==> src/rtl/pwm_capture.sv <==
// Multi-channel PWM decoder: measures period and high time of each input in clk cycles
// and serves the latest result per channel through a registered select/read port.
module pwm_capture #(
    parameter int NCH   = 8,
    parameter int CNT_W = 16,
    parameter int SEL_W = 3
) (
    input  logic             clk,
    input  logic             rst_n,
    input  logic [NCH-1:0]   pwm,
    input  logic             rd_en,
    input  logic [SEL_W-1:0] rd_sel,
    output logic             rd_valid,
    output logic [CNT_W-1:0] rd_period,
    output logic [CNT_W-1:0] rd_high,
    output logic [NCH-1:0]   new_flags
);

    typedef enum logic [1:0] {
        ARM   = 2'd0,
        MEAS  = 2'd1,
        STUCK = 2'd2
    } state_t;

    localparam logic [CNT_W-1:0] CNT_MAX = '1;
    localparam logic [CNT_W-1:0] CNT_ONE = CNT_W'(1);

    logic [CNT_W-1:0] period_all [NCH];
    logic [CNT_W-1:0] high_all   [NCH];
    logic [NCH-1:0]   rd_clr;

    logic [CNT_W-1:0] sel_period;
    logic [CNT_W-1:0] sel_high;

    for (genvar i = 0; i < NCH; i++) begin : g_ch
        logic             s1;
        logic             s2;
        logic             prev;
        logic             rise;
        logic             sat;
        logic             capture;
        logic             stuck_entry;
        logic             flag;
        logic [CNT_W-1:0] period_cnt;
        logic [CNT_W-1:0] high_cnt;
        logic [CNT_W-1:0] period_reg;
        logic [CNT_W-1:0] high_reg;
        state_t           state;
        state_t           state_nxt;

        assign rise = s2 & ~prev;
        assign sat  = (period_cnt == CNT_MAX);

        always_ff @(posedge clk or negedge rst_n) begin
            if (!rst_n) begin
                s1   <= 1'b0;
                s2   <= 1'b0;
                prev <= 1'b0;
            end else begin
                s1   <= pwm[i];
                s2   <= s1;
                prev <= s2;
            end
        end

        // Both counters restart at 1 on a rise so a steady waveform reads back exactly P and H.
        always_ff @(posedge clk or negedge rst_n) begin
            if (!rst_n) begin
                period_cnt <= '0;
                high_cnt   <= '0;
            end else if (rise) begin
                period_cnt <= CNT_ONE;
                high_cnt   <= CNT_ONE;
            end else begin
                if (!sat) begin
                    period_cnt <= period_cnt + CNT_ONE;
                end
                if (s2 && (high_cnt != CNT_MAX)) begin
                    high_cnt <= high_cnt + CNT_ONE;
                end
            end
        end

        always_ff @(posedge clk or negedge rst_n) begin
            if (!rst_n) begin
                state <= ARM;
            end else begin
                state <= state_nxt;
            end
        end

        // A rise always takes priority over saturation on the same cycle.
        always_comb begin
            state_nxt   = state;
            capture     = 1'b0;
            stuck_entry = 1'b0;
            case (state)
                ARM: begin
                    if (rise) begin
                        state_nxt = MEAS;
                    end else if (sat) begin
                        state_nxt   = STUCK;
                        stuck_entry = 1'b1;
                    end
                end
                MEAS: begin
                    if (rise) begin
                        capture = 1'b1;
                    end else if (sat) begin
                        state_nxt   = STUCK;
                        stuck_entry = 1'b1;
                    end
                end
                STUCK: begin
                    if (rise) begin
                        state_nxt = MEAS;
                    end
                end
                default: begin
                    state_nxt = ARM;
                end
            endcase
        end

        always_ff @(posedge clk or negedge rst_n) begin
            if (!rst_n) begin
                period_reg <= '0;
                high_reg   <= '0;
            end else if (capture) begin
                period_reg <= period_cnt;
                high_reg   <= high_cnt;
            end else if (stuck_entry) begin
                period_reg <= '0;
                high_reg   <= s2 ? CNT_MAX : '0;
            end
        end

        assign rd_clr[i] = rd_en && (rd_sel == SEL_W'(i));

        // A new result on the same cycle as a read leaves the flag set.
        always_ff @(posedge clk or negedge rst_n) begin
            if (!rst_n) begin
                flag <= 1'b0;
            end else if (capture || stuck_entry) begin
                flag <= 1'b1;
            end else if (rd_clr[i]) begin
                flag <= 1'b0;
            end
        end

        assign new_flags[i]  = flag;
        assign period_all[i] = period_reg;
        assign high_all[i]   = high_reg;
    end

    always_comb begin
        sel_period = '0;
        sel_high   = '0;
        for (int i = 0; i < NCH; i++) begin
            if (rd_sel == SEL_W'(i)) begin
                sel_period = period_all[i];
                sel_high   = high_all[i];
            end
        end
    end

    always_ff @(posedge clk or negedge rst_n) begin
        if (!rst_n) begin
            rd_valid  <= 1'b0;
            rd_period <= '0;
            rd_high   <= '0;
        end else begin
            rd_valid <= rd_en;
            if (rd_en) begin
                rd_period <= sel_period;
                rd_high   <= sel_high;
            end
        end
    end

endmodule

==> config.mk <==
export PLATFORM = sky130hd
export DESIGN_NAME = pwm_capture
export DESIGN_NICKNAME = d
export VERILOG_FILES = /design/src/rtl/pwm_capture.sv
export SDC_FILE = /design/constraint.sdc
export NUM_CORES = 1
export LEC_CHECK = 0
export ABC_CLOCK_PERIOD_IN_PS = 4600
export CORE_MARGIN = 2
export CORE_UTILIZATION = 53
export DETAILED_ROUTE_END_ITERATION = 10
export DONT_BUFFER_PORTS = 1
export PLACE_DENSITY_LB_ADDON = 0.25
export SYNTH_ARGS = -nofsm -noshare
export SYNTH_HDL_FRONTEND = slang
export SYNTH_SLANG_ARGS = --single-unit
==> constraint.sdc <==
create_clock -name clk -period 4.6 [get_ports clk]
set_input_delay 0.46 -clock clk [delete_from_list [all_inputs] [get_ports clk]]
set_output_delay 0.46 -clock clk [all_outputs]
set_load 0.005 [all_outputs]
# After elaboration in Yosys (flattened, before gate mapping)

Cells that the tools add are included.

Equal/unequal tests: 63
Reductions and logical operators: 73
Bitwise operators: 16
Add/sub/neg operators: 16
Mux-type cells: 184

Operators by type and width:

| cell                                           | number |
|---|---|
| two-way mux 16 bit                             | 88 |
| adder 16 x 1 -> 16 bit (second input constant) | 16 |
| == test 16 bit (second input constant)         | 8 |
| inequality test 16 bit (second input constant) | 8 |
| two-way mux 2 bit                              | 32 |
| two-way mux 1 bit                              | 56 |
| inequality test 2 bit (second input constant)  | 24 |
| one-hot mux 2 bit (3 select lines)             | 8 |
| nonzero test 2 bit                             | 24 |
| == test 2 x 1 -> 1 bit (second input constant) | 8 |
| == test 2 bit (second input constant)          | 8 |
| logical AND 1 bit                              | 16 |
| zero test 2 bit                                | 8 |
| AND reduction 2 bit                            | 8 |
| OR reduction 2 bit                             | 8 |
| == test 3 bit (second input constant)          | 4 |
| bitwise AND 1 bit                              | 8 |
| logical OR 1 bit                               | 8 |
| inverter 1 bit                                 | 8 |
| == test 3 x 2 -> 1 bit (second input constant) | 2 |
| == test 3 x 1 -> 1 bit (second input constant) | 1 |
| zero test 3 bit                                | 1 |

Logic and storage cells: 427
Output and inout port bits: 41
Register bits after elaboration: 593
Bits of input ports: 14

# Logic depth before layout (Yosys ltp)

Gate-level depths: netlist of run 1.

Depth after elaboration: 9
Depth in mapped cells: 8
Gate-level depth less buffers: 5

# Worst setup path before layout of run 1

Ideal clock, no wire load.

Path type: register to register
Start point: register g_ch[6].period_cnt[0]
End point: register g_ch[6].high_reg[1]
Period minus slack after synthesis: 2.090 ns
Arrival: 2.003 ns
Required time: 4.513 ns
Cell stages (with the launch flop): 8
Setup slack: 2.510 ns
Cell sequence: dfrtp_1 -> ha_1 -> nand3_1 -> or4_1 -> or4_1 -> clkbuf_1 -> buf_2 -> o211ai_1

Word-level cells in the longest chain between the ends: 5

Ends and longest elaborated chain:

| element                      | line     | RTL |
|---|---|---|
| start: declaration           | 44       | `logic [CNT_W-1:0] period_cnt;` |
| start signal: assignment     | 76       | `period_cnt <= period_cnt + CNT_ONE;` |
| == test 16 bit               | 52       | `assign sat = (period_cnt == CNT_MAX);` |
| two-way mux 1 bit            | 101, 109 |  |
| two-way mux 1 bit            | 99       | `if (rise) begin` |
| two-way mux 1 bit            | --       |  |
| nonzero test 2 bit (no line) | --       |  |
| end signal: assignment       | 131      | `high_reg <= high_cnt;` |
| end signal: assignment       | 134      | `high_reg <= s2 ? CNT_MAX : '0;` |
| end: declaration             | 47       | `logic [CNT_W-1:0] high_reg;` |

No other way between the ends.
A chain may end at the register's enable or synchronous reset.

# Worst setup path after layout of run 1

Start point: register g_ch[6].period_cnt[0]
End point: register g_ch[6].high_reg[14]

Same word-level chain as after synthesis.

==> qor.csv, run 1 <==
stage;metric;value;unit
power;power_switching;3.20;mW
clock_network;numCtsBuffers;66;
clock_network;cts_resized;0;
route;firstDrtPassIters;9;
clock_network;cts_sinks;593;
route;drtIter0Drc;2721;
floorplan;die-area;58400;sq um
timing;finalCritPeriodShare;57.6;%
worst_setup_path;endpoint_kind;flip-flop;
worst_setup_path;worst-r2r-cell-count;5;
run;drv_cap;0;
layout;fin_cells;3941;
worst_setup_path;critPathMaxFanout;16;
run_status;violations;hold timing, slew limit;
clock_network;clk_path_buf_depth;3;
global_route;antenna_found_initial;0;
route;routed_wl;82.6;mm
route;wl_per_cell;21.0;um
power;p_int;9.33;mW
clock_network;root_buffer;clkbuf_16;
placed_design;dp.final_hpwl;56.3;mm
clock_network;clk_pin_slew;0.06;ns
placed_design;gp_congestion;0.939;
worst_setup_path;worst_ep_arrival_time;3.17;ns
layout;area_growth;8.97;%
floorplan;boundaryPins;55;
timing;period_needed;2.65;ns
global_route;grt_pass1_vias;23800;
worst_hold_path;hp-class;in -> async;
clock_network;hold_buffers;9;
timing;relSlewSlack;-109;%
run_status;status;complete, but fails checks;
power;ir_drop;0.273;mV
placed_design;io_buffers;0;
layout;n_antenna_cell;0;
worst_setup_path;crit_required;5.12;ns
worst_setup_path;cp-start-kind;flip-flop;
synthesis;synth_cell_types;75;
power;power_leakage;13.4;nW
clock_network;cts_htree_levels;3;
timing;finalSetupTns;0;ns
worst_setup_path;r2r_slack;1.95;ns
synthesis;synthesis.instances;3257;
floorplan;initial_core_util;53.3;%
timing;rsz0062_at_grt;false;
clock_network;cts_tree;yes;
synthesis;netlist.top_cell.by_area;dfrtp_1;
synthesis;synth.area.top_cells;dfrtp_1 (50%), nand2_1 (8.2%), o21ai_0 (4.2%), o211ai_1 (3.0%), mux2i_1 (2.8%);
placed_design;dp.cells;3819;
route;post-route-drc-count;0;
timing;finalClockSkew;0.0178;ns
layout;drive_gt1_share;6.03;%
timing;max_freq;377;MHz
layout;fin_nets;3170;
synthesis;synth_top_cells_by_count;nand2_1 (655), dfrtp_1 (593), o21ai_0 (254);
synthesis;syn_area;30000;sq um
synthesis;synth_most_common_cell;nand2_1;
floorplan;die_w;242;um
synthesis;synth_top_area_share;49.5;%
route;antenna_left;0;
power;p_total;12.5;mW
synthesis;syn_nets;3287;
timing;final_hold_viol_count;182;
route;avgViaCountPerCell;6.51;
floorplan;coreArea;56200;sq um
layout;n_fill_cell;4878;
global_route;grt_max_degree;594;
worst_setup_path;worstReg2RegEnd;g_ch[6].high_reg[14];
timing;setup_violations;0;
worst_setup_path;worstReg2RegStart;g_ch[6].period_cnt[0];
synthesis;synthFlopType;dfrtp_1;
timing;worst_slew_pin_slew;3.14;ns
power;comb_power_share;7.6;%
timing;finalMaxSlewViolations;515;
power;pwr-share-clk;43.9;%
synthesis;yosysWarnings;0;
power;powerDensity;384;nW/um^2
global_route;grt_first_pass_wirelength;133;mm
synthesis;synth_edf_count;0;
timing;timing.hold.ws;-0.439;ns
layout;ff_latch_area;14800;sq um
route;via_count;25700;
global_route;grt_use_total;28.0;%
worst_setup_path;critPathKind;reg -> reg;
floorplan;fp.dieH;242;um
synthesis;synth_seq_cells;593;
floorplan;num_rows;87;
clock_network;clock_latency;0.61;ns
synthesis;ys_seq_area_share;49.5;%
global_route;overflow;0;
layout;multiInputGateArea;14000;sq um
power;seqPwrFrac;48.5;%
synthesis;postSynthAreaPerCell;9.20;sq um
power;swShare;25.6;%
synthesis;synthArstFlopShare;100;%
routing by layer:
metal | GRT usage, % | vias to the layer above | wire, um
li1 | - | 11800 | -
met1 | 40.9 | 12700 | 36300
met2 | 41.8 | 995 | 36700
met3 | 4.81 | 177 | 6250
met4 | 11.1 | 0 | 3320
met5 | 0 | - | 0
how the worst max path moves through the flow:
stage | depth (start not counted) | startpoint | endpoint | slack [ns]
after floorplan | 7 | g_ch[6].period_cnt[0] | g_ch[6].high_reg[1] | 2.51
after global placement | 5 | g_ch[6].period_cnt[0] | g_ch[6].high_reg[14] | 2.10
after detailed placement | 5 | g_ch[2].s2 | g_ch[2].period_reg[12] | 1.95
after CTS | 5 | g_ch[2].s2 | g_ch[2].period_reg[12] | 1.96
after global routing | 5 | g_ch[2].s2 | g_ch[2].period_reg[13] | 1.69
final | 5 | g_ch[6].period_cnt[0] | g_ch[6].high_reg[14] | 1.95
stage by stage:
stage	worst slack, ns	cell area (sq um)	utilization (%)
after floorplan	2.51	30000	-
after global placement	2.10	30300	53.9
after detailed placement	1.95	30300	53.9
after CTS	1.96	32600	58.1
after global routing	1.69	32600	58.1
final	1.95	32600	58.1
kinds of logic (layout without fill, tap and decap cells):
| logic type | Yosys count | after routing | synth area share, % |
|---|---|---|---|
| simple gates | 1338 | 1338 | 21.8 |
| compound gates | 926 | 926 | 21.0 |
| flops | 593 | 593 | 49.5 |
| buf+inv | 295 | 223 | 3.97 |
| mux | 85 | 85 | 2.85 |
| fa+ha+maj | 16 | 16 | 0.668 |
| xor+xnor | 4 | 4 | 0.117 |
placed cells by master, fill, tap and decap left out, drive strengths merged, types with 58 or more instances in the layout:
cell type	n
nand2	655
dfrtp	593
o21ai	254
a21oi	134
o211ai	129
nor2	122
nand3	95
clkbuf	90
mux2i	83
nand2b	64
nand4	64
inv	60
nor3	58
timing repair:
action / 4_1_cts / 5_1_grt
setup buffers: 0 / 0
hold endpoints to repair: 602 / 593
endpoints found under the setup margin: 0 / 0
power by group through the flow:
stage | registers, mW | clock network (mW) | logic [mW]
floorplan | 5.93 | 0 | 0.776
global placement | 6.13 | 0 | 0.894
detailed placement | 6.15 | 0 | 0.938
CTS | 6.06 | 5.59 | 0.951
global route | 6.13 | 5.81 | 1.08
finish | 6.08 | 5.50 | 0.954
worst max-delay path: stages, from the launching register on:
cell      delay, ns
dfrtp_1        0.41
ha_1           0.29
nand3_1        0.16
or4_1          0.66
or4_1          0.83
o211ai_1       0.22
layout make-up:
class	instances	area share (%)
clock buffer	90	5.87
clock inverter	23	1.02
inverter	60	0.690
multi-input combinational	2369	42.8
sequential	593	45.5
tap	756	2.90
timing repair buffer	50	1.22
No activity file was read; power rests on OpenSTA's default activity.
==> run 2, diff against run 1 <==
--- a/config.mk
+++ b/config.mk
@@ -5,7 +5,7 @@
 export SDC_FILE = /design/constraint.sdc
 export NUM_CORES = 1
 export LEC_CHECK = 0
-export ABC_CLOCK_PERIOD_IN_PS = 4600
+export ABC_CLOCK_PERIOD_IN_PS = 2700
 export CORE_MARGIN = 2
 export CORE_UTILIZATION = 53
 export DETAILED_ROUTE_END_ITERATION = 10
==> constraint.sdc (replaced) <==
create_clock -name clk -period 2.7 [get_ports clk]
set_input_delay 0.27 -clock clk [delete_from_list [all_inputs] [get_ports clk]]
set_output_delay 0.27 -clock clk [all_outputs]
set_load 0.005 [all_outputs]
==> run 2 against run 1 <==
Cell count rose by 1.0%; die area stayed put; clock power up 62%; via count is 0.42% higher; clock-buffer cell count rose by 5; register-to-register slack worse by 1.7 ns; the run ends with hold timing left; first-iteration DRC count grew 11%; maximum frequency up 9.5%; largest cell class unchanged.
==> qor.csv, run 2 (synthesis results as in run 1) <==
stage;metric;value;unit
run_status;status;complete, but fails checks;
run_status;violations;hold timing;
global_route;grt_first_pass_wirelength;136;mm
power;swShare;26.5;%
route;avgViaCountPerCell;6.47;
clock_network;clock_latency;0.62;ns
worst_setup_path;crit_path_end;g_ch[4].high_reg[0];
worst_setup_path;crit_required;3.22;ns
floorplan;num_rows;87;
worst_setup_path;worstReg2RegStart;g_ch[4].period_cnt[0];
timing;worst_slew_pin_slew;1.37;ns
layout;ff_latch_area;14800;sq um
worst_setup_path;critPathKind;reg -> reg;
run;drv_cap;0;
timing;timing.hold.ws;-0.632;ns
floorplan;boundaryPins;55;
route;firstDrtPassIters;8;
route;via_count;25800;
power;powerDensity;638;nW/um^2
global_route;grt_use_total;28.6;%
floorplan;initial_core_util;53.3;%
timing;relSlewSlack;8.41;%
clock_network;cts_tree;yes;
clock_network;clk_path_buf_depth;3;
placed_design;gp_congestion;0.922;
placed_design;dp.cells;3853;
clock_network;hold_buffers;11;
layout;multiInputGateArea;14000;sq um
layout;layout_common_cells;nand2_1 (655), dfrtp_1 (593), o21ai_0 (254);
clock_network;cts_resized;0;
floorplan;die-area;58400;sq um
floorplan;die_w;242;um
placed_design;place_ws;0.321;ns
worst_setup_path;cp-start-kind;flip-flop;
worst_setup_path;r2r_slack;0.28;ns
clock_network;clk_pin_slew;0.06;ns
route;wl_per_cell;21.2;um
timing;rsz0062_at_grt;false;
clock_network;numCtsBuffers;67;
worst_setup_path;worstReg2RegEnd;g_ch[4].high_reg[0];
global_route;grt_max_degree;594;
placed_design;dp.final_hpwl;57.5;mm
global_route;antenna_found_initial;1;
timing;finalMaxSlewViolations;0;
layout;fin_nets;3207;
worst_setup_path;critPathLaunch;g_ch[4].period_cnt[0];
route;drtIter0Drc;3014;
timing;final_hold_viol_count;593;
timing;setup_ws;0.281;ns
power;seqPwrFrac;49.5;%
timing;finalCritPeriodShare;89.6;%
global_route;overflow;0;
placed_design;io_buffers;0;
layout;drive_gt1_share;6.97;%
timing;finalSetupTns;0;ns
layout;utilization;58.4;%
clock_network;cts_sinks;593;
timing;max_freq;413;MHz
worst_setup_path;worst_ep_arrival_time;2.94;ns
worst_setup_path;critPathMaxFanout;16;
global_route;grt_pass1_vias;24300;
power;ir_drop;0.487;mV
floorplan;coreArea;56200;sq um
layout;layout_commonest_cell;nand2_1;
layout;area_growth;9.46;%
timing;finalClockSkew;0.0249;ns
power;pwr-share-clk;42.5;%
floorplan;fp.dieH;242;um
timing;period_needed;2.42;ns
clock_network;cts_htree_levels;3;
layout;fin_cells;3982;
timing;setup_violations;0;
worst_setup_path;endpoint_kind;flip-flop;
layout;n_antenna_cell;0;
power;p_total;20.9;mW
power;comb_power_share;8.0;%
route;post-route-drc-count;0;
route;antenna_left;0;
power;p_int;15.4;mW
power;power_switching;5.55;mW
clock_network;cts_setup_buffers;0;
power;power_leakage;13.5;nW
clock_network;root_buffer;clkbuf_16;
layout;n_fill_cell;4809;
route;routed_wl;84.2;mm
worst_hold_path;hp-class;in -> async;
worst_setup_path;worst-r2r-cell-count;5;
[run 2: power by group through the flow]
stage	sequential [mW]	clock, mW	combinational, mW
finish	10.4	8.90	1.66
global route	10.4	9.39	1.89
CTS	10.3	9.03	1.65
detailed placement	10.5	0	1.62
global placement	10.4	0	1.56
floorplan	10.1	0	1.32
[run 2: final cells by class]
class / count / share of cell area (%)
inverter: 60 / 0.687
clock inverter: 23 / 0.614
timing repair buffer: 86 / 2.05
sequential: 593 / 45.3
clock buffer: 95 / 5.87
tap: 756 / 2.89
multi-input combinational: 2369 / 42.6
[run 2: critical path: stages, from the launching register on]
cell and delay [ns]:
dfrtp_1 0.44, ha_1 0.29, nand2_1 0.13, or3_1 0.43
or4_1 0.81, o211ai_1 0.22
[run 2: through the flow]
stage	hold slack [ns]	cell area, sq um
3_3_place_gp	0.00631	30500
4_1_cts	-0.650	32800
6_report	-0.632	32800
2_1_floorplan	-0.0256	30000
3_5_place_dp	0.00290	30500
5_1_grt	-0.651	32800
[run 2: layer usage]
metal | wire (um) | global-route usage, % | up-vias
met5 | 18 | 0 | -
met4 | 3040 | 10.5 | 2
met3 | 6940 | 5.73 | 153
met2 | 37900 | 43.0 | 1060
met1 | 36400 | 41.2 | 12700
li1 | - | - | 11800
[run 2: worst min path at each step]
stage	slack, ns	start	cells after the start	endpoint
floorplan	-0.03	rst_n	0	g_ch[0].flag
global placement	0.006	rst_n	0	g_ch[4].period_reg[8]
detailed placement	0.003	rst_n	0	g_ch[4].period_cnt[6]
CTS	-0.65	rst_n	0	g_ch[4].period_reg[9]
global route	-0.65	rst_n	0	g_ch[4].period_reg[8]
finish	-0.63	rst_n	0	g_ch[4].period_cnt[6]
